--- src/rtl/pipe_exe_muldiv_if.sv ---
// pipe_exe_muldiv_if: operation and result bundle for the EX-stage mul/div unit.
//   master (ID/EX + hazard side): drives estart, eop, ea, eb; observes hi, lo, busy, done
//   slave  (pipe_exe_muldiv)     : consumes the operation; owns hi, lo, busy, done
interface pipe_exe_muldiv_if #(
    parameter int W = 32
);
    logic         estart;
    logic [2:0]   eop;
    logic [W-1:0] ea;
    logic [W-1:0] eb;
    logic [W-1:0] hi;
    logic [W-1:0] lo;
    logic         busy;
    logic         done;

    modport master (output estart, eop, ea, eb, input hi, lo, busy, done);
    modport slave  (input estart, eop, ea, eb, output hi, lo, busy, done);
endinterface

--- src/rtl/pipe_exe_muldiv.sv ---
// pipe_exe_muldiv: iterative radix-2 multiply/divide unit owning the HI/LO registers.
//   clock       rising-edge clock
//   resetn      asynchronous active-low reset
//   bus.estart  qualified operation valid
//   bus.eop     0 NOP, 1 MULT, 2 MULTU, 3 DIV, 4 DIVU, 5 MTHI, 6 MTLO, 7 NOP
//   bus.ea/eb   operands (rs / rt)
//   bus.hi/lo   HI / LO registers
//   bus.busy    high while an operation is in flight
//   bus.done    one-cycle pulse after HI/LO take a mul/div result
// Optional build macro MULDIV_EARLY_OUT_EN: multiplies leave RUN once the
// remaining multiplier bits are all zero (divide timing is unaffected).
//
// state | meaning
// IDLE  | waiting for estart; MTHI/MTLO write here
// RUN   | one shift-add / restoring-subtract step per cycle
// FIX   | sign correction and HI/LO write
module pipe_exe_muldiv #(
    parameter int W     = 32,
    parameter int CNT_W = 6
) (
    input  logic               clock,
    input  logic               resetn,
    pipe_exe_muldiv_if.slave   bus
);
    typedef enum logic [1:0] {IDLE, RUN, FIX} state_t;

    state_t           state;
    logic [CNT_W-1:0] cnt;
    logic             is_div;
    logic             neg_q;
    logic             neg_r;
    logic             div_zero;
    logic [2*W-1:0]   acc;
    logic [2*W-1:0]   mcand;
    logic [W-1:0]     opb;      // multiplier (shifts right) or divisor (static)
    logic [W-1:0]     quo;      // dividend bits shift out, quotient bits shift in
    logic [W-1:0]     rem;

    logic             op_signed;
    logic             op_muldiv;
    logic             a_neg;
    logic             b_neg;
    logic [W-1:0]     a_mag;
    logic [W-1:0]     b_mag;
    logic [W:0]       shifted;
    logic             q_bit;
    logic [W-1:0]     diff;
    logic             last_step;
    logic [2*W-1:0]   prod_fix;
    logic [W-1:0]     q_fix;
    logic [W-1:0]     r_fix;

    always_comb begin
        op_signed = (bus.eop == 3'd1) || (bus.eop == 3'd3);
        op_muldiv = (bus.eop >= 3'd1) && (bus.eop <= 3'd4);
        a_neg     = op_signed && bus.ea[W-1];
        b_neg     = op_signed && bus.eb[W-1];
        a_mag     = a_neg ? -bus.ea : bus.ea;
        b_mag     = b_neg ? -bus.eb : bus.eb;
    end

    // Partial remainder stays below the divisor, so a W-bit difference is exact
    // whenever the trial subtract succeeds.
    always_comb begin
        shifted = {rem, quo[W-1]};
        q_bit   = shifted >= {1'b0, opb};
        diff    = shifted[W-1:0] - opb;
    end

`ifdef MULDIV_EARLY_OUT_EN
    always_comb last_step = (cnt == CNT_W'(W-1)) || (!is_div && (opb[W-1:1] == '0));
`else
    always_comb last_step = (cnt == CNT_W'(W-1));
`endif

    // With a zero divisor every trial succeeds and rem ends up holding the
    // dividend magnitude, so the sign-corrected remainder is exactly ea.
    always_comb begin
        prod_fix = neg_q ? -acc : acc;
        q_fix    = neg_q ? -quo : quo;
        r_fix    = neg_r ? -rem : rem;
    end

    always_ff @(posedge clock or negedge resetn) begin
        if (!resetn) begin
            state    <= IDLE;
            cnt      <= '0;
            is_div   <= 1'b0;
            neg_q    <= 1'b0;
            neg_r    <= 1'b0;
            div_zero <= 1'b0;
            acc      <= '0;
            mcand    <= '0;
            opb      <= '0;
            quo      <= '0;
            rem      <= '0;
            bus.hi   <= '0;
            bus.lo   <= '0;
            bus.busy <= 1'b0;
            bus.done <= 1'b0;
        end else begin
            case (state)
                IDLE: begin
                    bus.done <= 1'b0;
                    if (bus.estart) begin
                        if (bus.eop == 3'd5) begin
                            bus.hi <= bus.ea;
                        end else if (bus.eop == 3'd6) begin
                            bus.lo <= bus.ea;
                        end else if (op_muldiv) begin
                            is_div   <= bus.eop >= 3'd3;
                            neg_q    <= a_neg ^ b_neg;
                            neg_r    <= a_neg;
                            div_zero <= bus.eb == '0;
                            acc      <= '0;
                            mcand    <= {{W{1'b0}}, a_mag};
                            opb      <= b_mag;
                            quo      <= a_mag;
                            rem      <= '0;
                            cnt      <= '0;
                            bus.busy <= 1'b1;
                            state    <= RUN;
                        end
                    end
                end
                RUN: begin
                    cnt <= cnt + 1'b1;
                    if (is_div) begin
                        rem <= q_bit ? diff : shifted[W-1:0];
                        quo <= {quo[W-2:0], q_bit};
                    end else begin
                        if (opb[0]) begin
                            acc <= acc + mcand;
                        end
                        mcand <= mcand << 1;
                        opb   <= opb >> 1;
                    end
                    if (last_step) begin
                        state <= FIX;
                    end
                end
                FIX: begin
                    if (is_div) begin
                        bus.lo <= div_zero ? '1 : q_fix;
                        bus.hi <= r_fix;
                    end else begin
                        {bus.hi, bus.lo} <= prod_fix;
                    end
                    bus.busy <= 1'b0;
                    bus.done <= 1'b1;
                    state    <= IDLE;
                end
                default: begin
                    state <= IDLE;
                end
            endcase
        end
    end
endmodule

--- src/flat_wrapper.sv ---
// flat-port wrapper written by rule: the top's interface ports become plain ports
module pipe_exe_muldiv_flat 
#(
    parameter int W     = 32,
    parameter int CNT_W = 6
)
  (clock, resetn, bus_estart, bus_eop, bus_ea, bus_eb, bus_hi, bus_lo, bus_busy, bus_done);
  pipe_exe_muldiv_if #(.W(W)) bus_i ();
  input  logic clock;
  input  logic resetn;
  input wire logic [$bits(bus_i.estart)-1:0] bus_estart;
  input wire logic [$bits(bus_i.eop)-1:0] bus_eop;
  input wire logic [$bits(bus_i.ea)-1:0] bus_ea;
  input wire logic [$bits(bus_i.eb)-1:0] bus_eb;
  output wire logic [$bits(bus_i.hi)-1:0] bus_hi;
  output wire logic [$bits(bus_i.lo)-1:0] bus_lo;
  output wire logic [$bits(bus_i.busy)-1:0] bus_busy;
  output wire logic [$bits(bus_i.done)-1:0] bus_done;
  assign bus_i.estart = bus_estart;
  assign bus_i.eop = bus_eop;
  assign bus_i.ea = bus_ea;
  assign bus_i.eb = bus_eb;
  assign bus_hi = bus_i.hi;
  assign bus_lo = bus_i.lo;
  assign bus_busy = bus_i.busy;
  assign bus_done = bus_i.done;
  pipe_exe_muldiv #(.W(W), .CNT_W(CNT_W)) u_core (.clock(clock), .resetn(resetn), .bus(bus_i));
endmodule
--- config.mk ---
export PLATFORM = sky130hd
export DESIGN_NAME = pipe_exe_muldiv_flat
export DESIGN_NICKNAME = d
export VERILOG_FILES = /design/src/rtl/pipe_exe_muldiv_if.sv /design/src/rtl/pipe_exe_muldiv.sv /design/src/flat_wrapper.sv
export SDC_FILE = /design/constraint.sdc
export NUM_CORES = 1
export LEC_CHECK = 0
export ABC_CLOCK_PERIOD_IN_PS = 6900
export CORE_MARGIN = 2
export CORE_UTILIZATION = 55
export DETAILED_ROUTE_END_ITERATION = 16
export PLACE_DENSITY_LB_ADDON = 0.1
export SLEW_MARGIN = 20
export SYNTH_ARGS = -nofsm -noshare
export SYNTH_HDL_FRONTEND = slang
export SYNTH_SLANG_ARGS = --single-unit
--- constraint.sdc ---
create_clock -name clock -period 6.9 [get_ports clock]
set_input_delay 1.035 -clock clock [delete_from_list [all_inputs] [get_ports clock]]
set_output_delay 1.035 -clock clock [all_outputs]
set_load 0.02 [all_outputs]
Word-level counts from Yosys, hierarchy flattened:

Cells that the tools add are included.

* add/sub/neg operators: 8
* $mul: 0
* div/mod/pow operators: 0
* order comparisons: 4
* eq/ne operators: 17
* shifts and indexed selects: 0
* mux-type cells: 64
* bitwise operators: 3
* reductions and logical operators: 17

Operator list (count)
* 2-to-1 mux 32 bit: 28
* 2-to-1 mux 64 bit: 12
* case mux 32 bit (2 select lines): 5
* case mux 64 bit (2 select lines): 2
* negator 32 bit: 4
* adder 64 bit: 1
* negator 64 bit: 1
* greater-or-equal comparator 33 x 32 -> 1 bit: 1
* zero test 32 bit: 1
* subtractor 32 bit: 1
* 2-to-1 mux 6 bit: 4
* AND reduction 5 bit: 4
* != test 2 x 1 -> 1 bit (second input constant): 6
* case mux 6 bit (2 select lines): 1
* AND reduction 6 bit: 2
* 2-to-1 mux 2 bit: 5
* != test 2 bit (second input constant): 4
* AND reduction 7 bit: 1
* adder 6 x 1 -> 6 bit (second input constant): 1
* equality test 3 bit (second input constant): 2
* equality test 6 x 5 -> 1 bit (second input constant): 1
* 2-to-1 mux 1 bit: 4
* case mux 1 bit (2 select lines): 2
* case mux 2 bit (2 select lines): 1
* 15 further kinds: 19

* flip-flop bits (word level): 302
* bits in latches: 0
* bits in writable memories: 0
* ROM bits: 0
* bits of input ports: 70
* output and inout port bits: 66
* word-level logic and storage cells: 128
* memories kept: 0

Longest topological paths before layout:

* word-level depth: 9
* gate-level depth with buffers: 14
* depth with buffers taken out: 14

Worst setup path before layout:

OpenSTA, ideal clock, no wires.

* path kind: input-to-reg
* start point: input port bus_ea[6]
* end point: register u_core.quo[26]
* library setup time: 0.095 ns
* arrival time: 3.472 ns
* required time: 6.805 ns
* slack: 3.333 ns
* stages: 10
* path buffers: 0
* cell sequence: or4_1 > nor2_2 > nand2_2 > or3_4 > or2_0 > or4_4 > o31ai_4 > xnor2_1 > nor2_1 > o31ai_1

* word-level cells in the longest chain between the ends: 7

Ends and longest elaborated chain
* start, declared: RTL line flat_wrapper.sv:13 `input wire logic [$bits(bus_i.ea)-1:0] bus_ea;`
* negator 32 bit: RTL line pipe_exe_muldiv.sv:58 `a_mag = a_neg ? -bus.ea : bus.ea;`
* 2-to-1 mux 32 bit: RTL line pipe_exe_muldiv.sv:58
* 2-to-1 mux 32 bit: RTL line pipe_exe_muldiv.sv:110 `end else if (op_muldiv) begin`
* 2-to-1 mux 32 bit: RTL line pipe_exe_muldiv.sv:108 `end else if (bus.eop == 3'd6) begin`
* 2-to-1 mux 32 bit: RTL line pipe_exe_muldiv.sv:106 `if (bus.eop == 3'd5) begin`
* 2-to-1 mux 32 bit: RTL line pipe_exe_muldiv.sv:105 `if (bus.estart) begin`
* case mux 32 bit (2 select lines): RTL line pipe_exe_muldiv.sv:102 `case (state)`
* end signal, assigned: RTL line pipe_exe_muldiv.sv:118 `quo <= a_mag;`
* end signal, assigned: RTL line pipe_exe_muldiv.sv:130 `quo <= {quo[W-2:0], q_bit};`
* end, declared: RTL line pipe_exe_muldiv.sv:36 `logic [W-1:0] quo;`

No other way between the ends. The select of a mux whose other input is x is not followed.
A chain may end at the register's enable or synchronous reset.

Final worst setup path:

* start point: input port bus_eop[0]
* end point: register u_core.acc[21]

* word-level cells in the longest chain between the ends: 4
* elaborated cells between the ends (all ways): 9
* classes of those cells: order compare (2); eq/ne (5); reduce/logical (2)

Ends and longest elaborated chain
* start, declared: RTL line flat_wrapper.sv:12 `input wire logic [$bits(bus_i.eop)-1:0] bus_eop;`
* greater-or-equal comparator 3 x 1 -> 1 bit or less-or-equal comparator 3 bit (tied branches): RTL line pipe_exe_muldiv.sv:55 `op_muldiv = (bus.eop >= 3'd1) && (bus.eop <= 3'd4);`
* logical AND 1 bit: RTL line pipe_exe_muldiv.sv:55
* != test 2 x 1 -> 1 bit (no line)
* AND reduction 7 bit (no line) (*)
* end signal, assigned: RTL line pipe_exe_muldiv.sv:133 `acc <= acc + mcand;`
* end, declared: RTL line pipe_exe_muldiv.sv:33 `logic [2*W-1:0] acc;`

Mark *: on every way between the ends. The rest lies on a longest branch, timed or not.

==> impl_results.md <==
* Outcome: complete, no violations
* Root Driver: clkbuf_16
* Post-DRT Antenna Nets at 0
* Top post-synthesis cells by area: dfrtp_1, o21ai_0, nand2_1, ha_1, xnor2_1
* GP Congestion at between 0.9 and 1
* Syn Inst Count at 2759
* Fraction of layout cells with a size suffix above 1 at between 4 and 5%
* Pin count of the biggest net entering global routing at ~170
* Final worst-path setup slack at approximately 2200 ps
* Cell count of the worst reg-to-reg path at 10
* Clk_skew at 21.5 ps
* Pins Over Slew Limit at 0
* Worst Setup End Kind: flop
* Final setup viols at 0
* Vias in the first global route at a little over 20000
* Register bit total from synthesis at approximately 300
* Setup Buffers After CTS at 0
* Vias/cell at around 6.4
* Main synth FF type: dfrtp_1
* Yosys top cell area share at around a third
* RSZ-0062 raised after global routing: false
* # DRC at 0
* Worst EP required at 7390 ps
* Design area at roughly 25000 µm²
* Fin. Hold Viols at 0
* First-pass GRT wire length at between 100000 and 150000 µm
* Post-synth EDFFs at 0
* Crit path DAT at between 5000 and 6000 ps
* Overall Global Routing Usage at ~35%
* CP Max Fanout at 87
* Crit start category: primary input
* Clock transition at path regs at around 60 ps
* Synthesized area at ~22000 µm²
* Net count after synthesis at approximately 2900
* Post-DP Area at 24100 µm²
* H-tree levels at 2
* Synthesis warning total at 0
* Static leakage at around 11 nW
* Layout area overhead at 12.8%
* Place WS at between 1500 and 2000 ps
* Slew headroom at between 20% and 30%
* Fmax at 212 MHz
* CTS sink cnt at 302
* Crit Path Class: in2reg
* Core Box Area at between 40000 and 50000 µm²
* Power, Total at between 10 and 15 mW
* VDD IR max at around 0.26 mV
* Max-cap violations at 0
* Routed len/inst at 22.3 µm
* Hold_ws at about 420 ps
* Skew-Pair Late Insertion Delay at 570 ps
* Syn_area_per_cell at slightly above 8 µm²
* Placed wire-length estimate at around 56000 µm
* Die X at ~200 µm
* Tmin final at between 4000 and 5000 ps
* Rows at 74
* DR pass1 iterations at 6
* Netlist cell types at between 80 and 90
* Congestion Overflow GR at 0
* Starting Density at between 50% and 60%
* Die H at 206 µm
* Setup TNS at 0 ps
* Cts repair resizes at 0
* CTS buffer count at 38
* CTS tree: built
* Ports at 136
* Top cell type by total area after synthesis: dfrtp_1
* Total die area at 42500 µm²
* Routed Wire Length at roughly 75000 µm
* Max Buffers Root-to-Sink at 3
* DRT iter0 DRCs at between 1500 and 2000
* IO buf count at approximately 140
* HP Class: in2async
* Post-synth top cells: nand2_1, o21ai_0, dfrtp_1, a21oi_1, xnor2_1
* Total number of vias at about 22000
* Final period utilization at about two thirds
* Nets at approximately 3000
* Post-synthesis sequential area ratio at between 30 and 40%
* Power per cell area at 467 nW/µm²
* CTS Hold Bufs at 0
* Most frequent cell after synthesis: nand2_1
* Slew of the pin with the lowest slew margin at ~1200 ps
* Initial antenna violation count at 1
* Post-synth ARST share at between 90% and 100%
==> cells in the final DEF, fill, tap and decap left out, drive strengths merged, types with 6 or more instances in the layout <==
cell,synthesis,routed
a22oi,7,7
a21boi,6,6
nand3,73,73
a21oi,150,150
o22ai,9,9
xor2,111,111
o21bai,15,15
nor3,37,37
o21ai,419,419
dfrtp,302,302
o211ai,52,52
or4,25,25
and2,14,14
a221oi,9,9
clkdlybuf4s50,0,134
o21a,17,17
xnor2,142,142
or3,37,37
nor2,119,119
clkinv,0,7
a21o,52,52
or2,13,13
ha,101,101
clkbuf,141,53
o221ai,34,34
nand2,427,427
nor4,17,17
mux2i,57,57
a211oi,18,18
nand2b,18,18
a32oi,7,7
buf,17,20
nand4,33,33
inv,75,76
o41ai,27,27
and3,20,20
a31oi,18,18
nor2b,9,9
o31ai,66,66
==> routing by layer <==
metal,part of all wire (%),track usage (%),vias up
li1,-,-,10100
met3,5.9,4.60,212
met4,6.2,20.3,0
met1,41,45.6,10400
met5,0,0,-
met2,47,57.7,824
==> where the power goes <==
group	switching (mW)	leakage (nW)	internal (mW)
Sequential	0.815	3.80	2.38
Clock	0.813	0.602	1.20
Combinational	4.08	6.15	2.55
==> sequential cells by signal, summed over array words and instances, names as in the netlist <==
register / cells
u_core.acc: 64
u_core.bus.busy: 1
u_core.bus.done: 1
u_core.bus.hi: 32
u_core.bus.lo: 32
u_core.cnt: 6
u_core.div_zero: 1
u_core.is_div: 1
u_core.mcand: 64
u_core.neg_q: 1
u_core.neg_r: 1
u_core.opb: 32
u_core.quo: 32
u_core.rem: 32
u_core.state: 2
==> critical path, stage by stage <==
cell,delay [ps]
clkdlybuf4s50_1,680
nor2_1,110
xnor2_1,270
nand2_1,130
a21oi_1,590
and2_2,270
buf_4,680
o21ai_4,90
buf_4,410
nor2_1,570
a221oi_1,160
nand3_1,120
==> path summary, 6_finish.rpt <==
kind	from	slack [ps]	to
worst min-delay path	resetn	420	u_core.bus.lo[7]
max in group asynchronous	resetn	5010	u_core.opb[27]
worst max-delay path	bus_eop[0]	2190	u_core.acc[21]
worst max register to register	u_core.state[0]	2690	u_core.acc[21]
worst min register to register	u_core.bus.hi[10]	480	u_core.bus.hi[10]
min in group clock	u_core.bus.hi[10]	480	u_core.bus.hi[10]
==> cells by family (layout without fill, tap and decap cells) <==
family	Yosys count	after routing	share of synthesized area, %
AND/OR/NAND/NOR	857	857	17.8
multiplexers	57	57	2.54
AO/OA/AOI/OAI	954	954	26.4
other	0	2	0
XOR/XNOR	253	253	9.87
flip-flops	302	302	33.7
adder cells (fa/ha/maj)	103	103	5.81
buffers and inverters	233	296	3.93
==> through the flow <==
stage	cells	utilization [%]
6_report	3356	62.5
5_1_grt	3354	62.5
4_1_cts	3354	62.5
3_5_place_dp	3287	59.4
3_3_place_gp	3287	59.4
2_1_floorplan	2759	-
==> cell type report <==
cell class              instances  area (µm²)
fillers                      3598       15200
multi-input cells            2224       14100
flip-flops and latches        302        7560
repair buffers                154        1510
clock buffers                  53        1080
well taps                     532         666
inverters                      75         282
clock inverters                14         156
diodes                          2        5.00
No activity file was read; power rests on OpenSTA's default activity.
